### src/rtl/stopwatch_display_scan.sv
// ============================================================================
// Module  : stopwatch_display_scan
// Purpose : Scans four BCD digits onto a common-anode 7-segment display.
//           Optional macro LEADING_ZERO_BLANK_EN blanks leading zeros above DP_DIGIT.
// Revision: 1.0 - initial release
// ============================================================================
`default_nettype none

module stopwatch_display_scan #(
    parameter int REFRESH_DIV  = 50000,
    parameter int BLINK_FRAMES = 64,
    parameter int DP_DIGIT     = 2
) (
    input  logic        clk,
    input  logic        RESET,
    input  logic [16:1] Q,
    input  logic        BLINK,
    output logic [6:0]  seg,
    output logic        dp,
    output logic [3:0]  an,
    output logic        frame_done
);

    localparam int PW = (REFRESH_DIV > 2) ? $clog2(REFRESH_DIV) : 1;
    localparam int FW = (BLINK_FRAMES > 1) ? $clog2(BLINK_FRAMES) : 1;
    localparam logic [PW-1:0] c_DIV_MAX   = PW'(REFRESH_DIV - 1);
    localparam logic [FW-1:0] c_FRAME_MAX = FW'(BLINK_FRAMES - 1);

    logic [PW-1:0] r_presc;
    logic [1:0]    r_idx;
    logic [15:0]   r_shadow;
    logic [FW-1:0] r_fcnt;
    logic          r_phase;

    logic          w_tick;
    logic          w_wrap;
    logic [1:0]    w_idx_next;
    logic [15:0]   w_src;
    logic [3:0]    w_digit;
    logic [6:0]    w_pattern;
    logic          w_phase_next;
    logic          w_lz_blank;
    logic          w_blank;

    assign w_tick     = (r_presc == c_DIV_MAX);
    assign w_idx_next = r_idx + 2'd1;
    assign w_wrap     = w_tick && (r_idx == 2'd3);

    // The wrap edge loads the shadow, so that slot must decode the live input.
    assign w_src   = w_wrap ? Q : r_shadow;
    assign w_digit = w_src[4*w_idx_next +: 4];

    // Phase value that will be in force for the frame beginning on this edge.
    assign w_phase_next = (w_wrap && (r_fcnt == c_FRAME_MAX)) ? ~r_phase : r_phase;

    always_comb begin
        w_pattern = 7'h40;
        case (w_digit)
            4'd0: w_pattern = 7'h3F;
            4'd1: w_pattern = 7'h06;
            4'd2: w_pattern = 7'h5B;
            4'd3: w_pattern = 7'h4F;
            4'd4: w_pattern = 7'h66;
            4'd5: w_pattern = 7'h6D;
            4'd6: w_pattern = 7'h7D;
            4'd7: w_pattern = 7'h07;
            4'd8: w_pattern = 7'h7F;
            4'd9: w_pattern = 7'h6F;
            default: w_pattern = 7'h40;
        endcase
    end

`ifdef LEADING_ZERO_BLANK_EN
    logic [3:0] w_zero_above;

    // w_zero_above[i]: digit i and every higher digit are zero.
    always_comb begin
        logic z;
        z = 1'b1;
        w_zero_above = 4'b0000;
        for (int i = 3; i >= 0; i--) begin
            z = z && (w_src[4*i +: 4] == 4'd0);
            w_zero_above[i] = z;
        end
    end

    assign w_lz_blank = (int'(w_idx_next) > DP_DIGIT) && w_zero_above[w_idx_next];
`else
    assign w_lz_blank = 1'b0;
`endif

    assign w_blank = (BLINK && w_phase_next) || w_lz_blank;

    always_ff @(posedge clk or posedge RESET) begin
        if (RESET) begin
            r_presc    <= '0;
            r_idx      <= 2'd3;
            r_shadow   <= 16'h0000;
            r_fcnt     <= '0;
            r_phase    <= 1'b0;
            an         <= 4'b1111;
            seg        <= 7'h7F;
            dp         <= 1'b1;
            frame_done <= 1'b0;
        end else begin
            frame_done <= w_wrap;
            r_presc    <= w_tick ? '0 : r_presc + 1'b1;
            if (w_tick) begin
                r_idx <= w_idx_next;
                if (w_blank) begin
                    an  <= 4'b1111;
                    seg <= 7'h7F;
                    dp  <= 1'b1;
                end else begin
                    an  <= ~(4'b0001 << w_idx_next);
                    seg <= ~w_pattern;
                    dp  <= !(int'(w_idx_next) == DP_DIGIT);
                end
            end
            if (w_wrap) begin
                r_shadow <= Q;
                r_fcnt   <= (r_fcnt == c_FRAME_MAX) ? '0 : r_fcnt + 1'b1;
                r_phase  <= w_phase_next;
            end
        end
    end

endmodule

`default_nettype wire

### config.mk
export PLATFORM = sky130hd
export DESIGN_NAME = stopwatch_display_scan
export DESIGN_NICKNAME = d
export VERILOG_FILES = /design/src/rtl/stopwatch_display_scan.sv
export SDC_FILE = /design/constraint.sdc
export NUM_CORES = 1
export LEC_CHECK = 0
export BUFFER_PORTS_ARGS = -buffer_cell sky130_fd_sc_hd__buf_2
export CORE_ASPECT_RATIO = 0.8
export CORE_MARGIN = 3
export CORE_UTILIZATION = 46
export DETAILED_ROUTE_END_ITERATION = 7
export PLACE_DENSITY = 0.61
export SYNTH_ARGS = -nofsm -noshare
export SYNTH_HDL_FRONTEND = slang
export SYNTH_SLANG_ARGS = --single-unit
### constraint.sdc
create_clock -name clk -period 7.7 [get_ports clk]
set_clock_uncertainty 0.1 [all_clocks]
set_input_delay 1.155 -clock clk [delete_from_list [all_inputs] [get_ports clk]]
set_output_delay 1.155 -clock clk [all_outputs]
set_load 0.05 [all_outputs]
==> results.py <==
metrics = {
    "status": {
        "status": "finished, final reports clean",
    },
    "logic_synthesis": {
        "synthAdderAreaFrac_pct": 4.94,
        "ys_seq_area_share_pct": 48.2,
        "synth_compound_area_share_pct": 5.34,
        "netlist_top_cells_area": "dfrtp_1 36%, dfstp_2 12%, nand2_1 9.3%",
        "syn_inst": 262,
        "yosys.area_share.simple_pct": 22.3,
        "synth_seq_cells": 53,
        "synth_top_area_cell": "dfrtp_1",
        "synth_top_family_by_area": "simple AND/OR/NAND/NOR gates",
        "yosysWarnings": 0,
        "syn_avg_cell_area_um2": 10.6,
        "synth_xor_area_share_pct": 5.34,
        "synthDominantCellAreaShare_pct": 35.9,
        "syn_nets": 292,
        "synth_mux_area_share_pct": 11.4,
        "netlist-cell-type-count": 43,
        "netlist_area_mm2": 0.00279,
    },
    "sta": {
        "setup_ws_ns": 3.86,
        "whs_ns": 0.365,
        "final_max_slew_viol_count": 0,
        "min_period_ns": 3.84,
        "tightest_slew_ns": 0.929,
        "finalHoldViolCount": 0,
        "min_period_over_period_pct": 49.9,
        "finalSetupTns_ns": 0,
        "rsz0062_at_grt": "no",
        "fmax_ghz": 0.260,
        "slew_headroom_pct": 38.1,
        "setup_violations": 0,
    },
    "die": {
        "dieArea_mm2": 0.00704,
        "dieHeight_um": 75.6,
        "chipWidth_um": 93.0,
        "rows": 24,
        "initial_core_util_pct": 49.4,
        "ioPinCount": 32,
        "core-area_mm2": 0.00565,
    },
    "clock_network": {
        "cts_hold_buffers": 0,
        "numCtsBuffers": 5,
        "root_buffer": "clkbuf_8",
        "cts_max_level": 2,
        "cts_setup_buffers": 0,
        "clock_sinks": 53,
        "cts_tree": "done",
        "cts_resized": 0,
        "cts.clk_slew.worst_paths_ns": 0.09,
        "clk_latency_ns": 0.30,
        "clockBufferDepth": 2,
    },
    "placement": {
        "dp_hpwl_um": 3710,
        "place_area_mm2": 0.00300,
        "dp_slack_ns": 3.85,
        "place_congestion": 0.779,
        "portBuffers": 31,
    },
    "detailed_routing": {
        "routed_via_density": 4.99,
        "detailroute.via_count": 1847,
        "first_pass_iters": 4,
        "dr_wl_met2_um": 2030,
        "drc": 0,
        "ant_nets": 0,
        "wl_met1_um": 2780,
        "drtIter0Drc": 75,
        "dr_wl_met3_um": 226,
        "wirelength_um": 5060,
        "top_layer": "met4",
        "wire_per_inst_um": 13.7,
    },
    "pwr": {
        "power_density_mw_per_mm2": 146,
        "p_leak_nw": 1.40,
        "peakVddDrop_mv": 0.0859,
    },
    "finish": {
        "antennaDiodeCount": 0,
        "final_nets": 321,
        "fin_area_mm2": 0.00309,
        "drive_gt1_share_pct": 23.6,
        "area_growth_pct": 10.8,
        "fin_util_pct": 54.7,
    },
    "global_route": {
        "grt_pass1_wl_um": 8600,
        "grt_pass1_vias": 1789,
        "antenna_found_initial": 0,
        "overflow": 0,
        "groute.usage.overall_pct": 15.7,
        "grt_max_degree": 54,
    },
    "worst_setup_path": {
        "critPathLaunchType": "flip-flop",
        "endpoint_kind": "flip-flop",
        "crit_type": "reg -> reg",
        "path_max_fanout": 29,
        "worstPathRequired_ns": 7.82,
        "worstPathArrival_ns": 3.96,
    },
    "hold_path": {
        "hold_path.class": "reg -> reg",
    },
    "run": {
        "maxCapViolCount": 0,
    },
}
==> worst max-delay path, stage by stage (launching register included) <==
cell      delay, ns
dfstp_2        0.63
ha_1           0.28
and4_1         0.23
nand4_2        0.65
mux4_1         0.74
mux2i_1        0.40
ha_1           0.32
nand2b_1       0.14
a311oi_1       0.26
==> final timing paths <==
path | cells past startpoint | slack, ns | from | end
max reg2reg | 8 | 3.86 | r_idx[0] | seg[3]
min in group asynchronous | 3 | 0.91 | RESET | r_shadow[14]
min reg2reg | 2 | 0.37 | r_shadow[7] | r_shadow[7]
max in group asynchronous | 3 | 6.16 | RESET | r_presc[15]
min | 2 | 0.37 | r_shadow[7] | r_shadow[7]
max | 8 | 3.86 | r_idx[0] | seg[3]
==> cells in the mapped netlist <==
cell type / count
mux2_2: 2
buf_6: 1
a211oi_1: 1
buf_4: 1
mux2_4: 2
nand3b_1: 1
nor4_4: 1
buf_2: 1
nand2_1: 69
dfrtp_1: 40
and4_1: 2
nand2b_4: 1
o21ai_0: 8
o32ai_1: 1
nand4_2: 1
buf_1: 1
mux4_1: 5
a311oi_1: 3
ha_1: 11
and4bb_2: 2
nand2b_1: 2
a221oi_1: 1
and3_1: 9
xnor2_1: 7
mux2i_1: 2
nor2b_1: 1
o211ai_1: 1
mux2i_4: 2
clkbuf_1: 6
and2_1: 4
nor3b_1: 1
nand3_1: 8
o211a_1: 1
a21oi_1: 5
a311oi_2: 1
dfstp_2: 13
mux4_2: 3
clkinv_1: 2
nor4b_4: 1
nor2_1: 23
inv_1: 4
xor2_1: 10
nand4_1: 1
==> per-layer routing <==
layer / global-route usage, % / vias to the layer above
met3: 3.46 / 3
li1: - / 947
met5: 0 / -
met1: 24.0 / 861
met4: 3.90 / 0
met2: 23.1 / 36
==> per-stage QoR <==
stage	cells	total power, mW
final	370	0.451
after global routing	370	0.468
after CTS	370	0.458
after detailed placement	362	0.298
after global placement	362	0.298
after floorplan	262	0.289
==> cells in the final DEF (no fill, tap or decap), types with 3 or more instances in the layout <==
master,instances
a21oi_1,5
a311oi_1,3
and2_1,4
and3_1,9
buf_2,31
clkbuf_8,6
clkinv_1,3
dfrtp_1,40
dfstp_2,13
ha_1,11
inv_1,3
mux4_1,5
mux4_2,3
nand2_1,69
nand3_1,8
nor2_1,23
o21ai_0,8
xnor2_1,7
xor2_1,10
==> where the power goes <==
group / switching, mW / internal (mW) / total [mW]
clock network: 0.0875 / 0.0715 / 0.159
logic: 0.00803 / 0.00521 / 0.0132
registers: 0 / 0.278 / 0.278
==> final cells by class <==
class / instances / area, µm²
Clock inverter: 2 / 8.76
Timing Repair Buffer: 32 / 163
Clock buffer: 6 / 82.6
Sequential cell: 53 / 1340
Inverter: 6 / 22.5
Multi-Input combinational cell: 193 / 1370
Tap cell: 78 / 97.6
Fill cell: 542 / 2560
==> registers in the layout, indices dropped and copies added (netlist names) <==
register and count:
r_shadow 16, r_fcnt 6, frame_done 1, an 4
seg 7, r_presc 16, r_phase 1, r_idx 2
==> logic make-up (layout without fill, tap and decap cells) <==
kind of cell             after synthesis  after routing
AO/OA/AOI/OAI                         22             22
XOR/XNOR                              17             17
adder cells (fa/ha/maj)               11             11
buffers and inverters                 16             46
flip-flops                            53             53
multiplexers                          16             16
AND/OR/NAND/NOR                      127            127
Power figures use the tool's default switching activity.
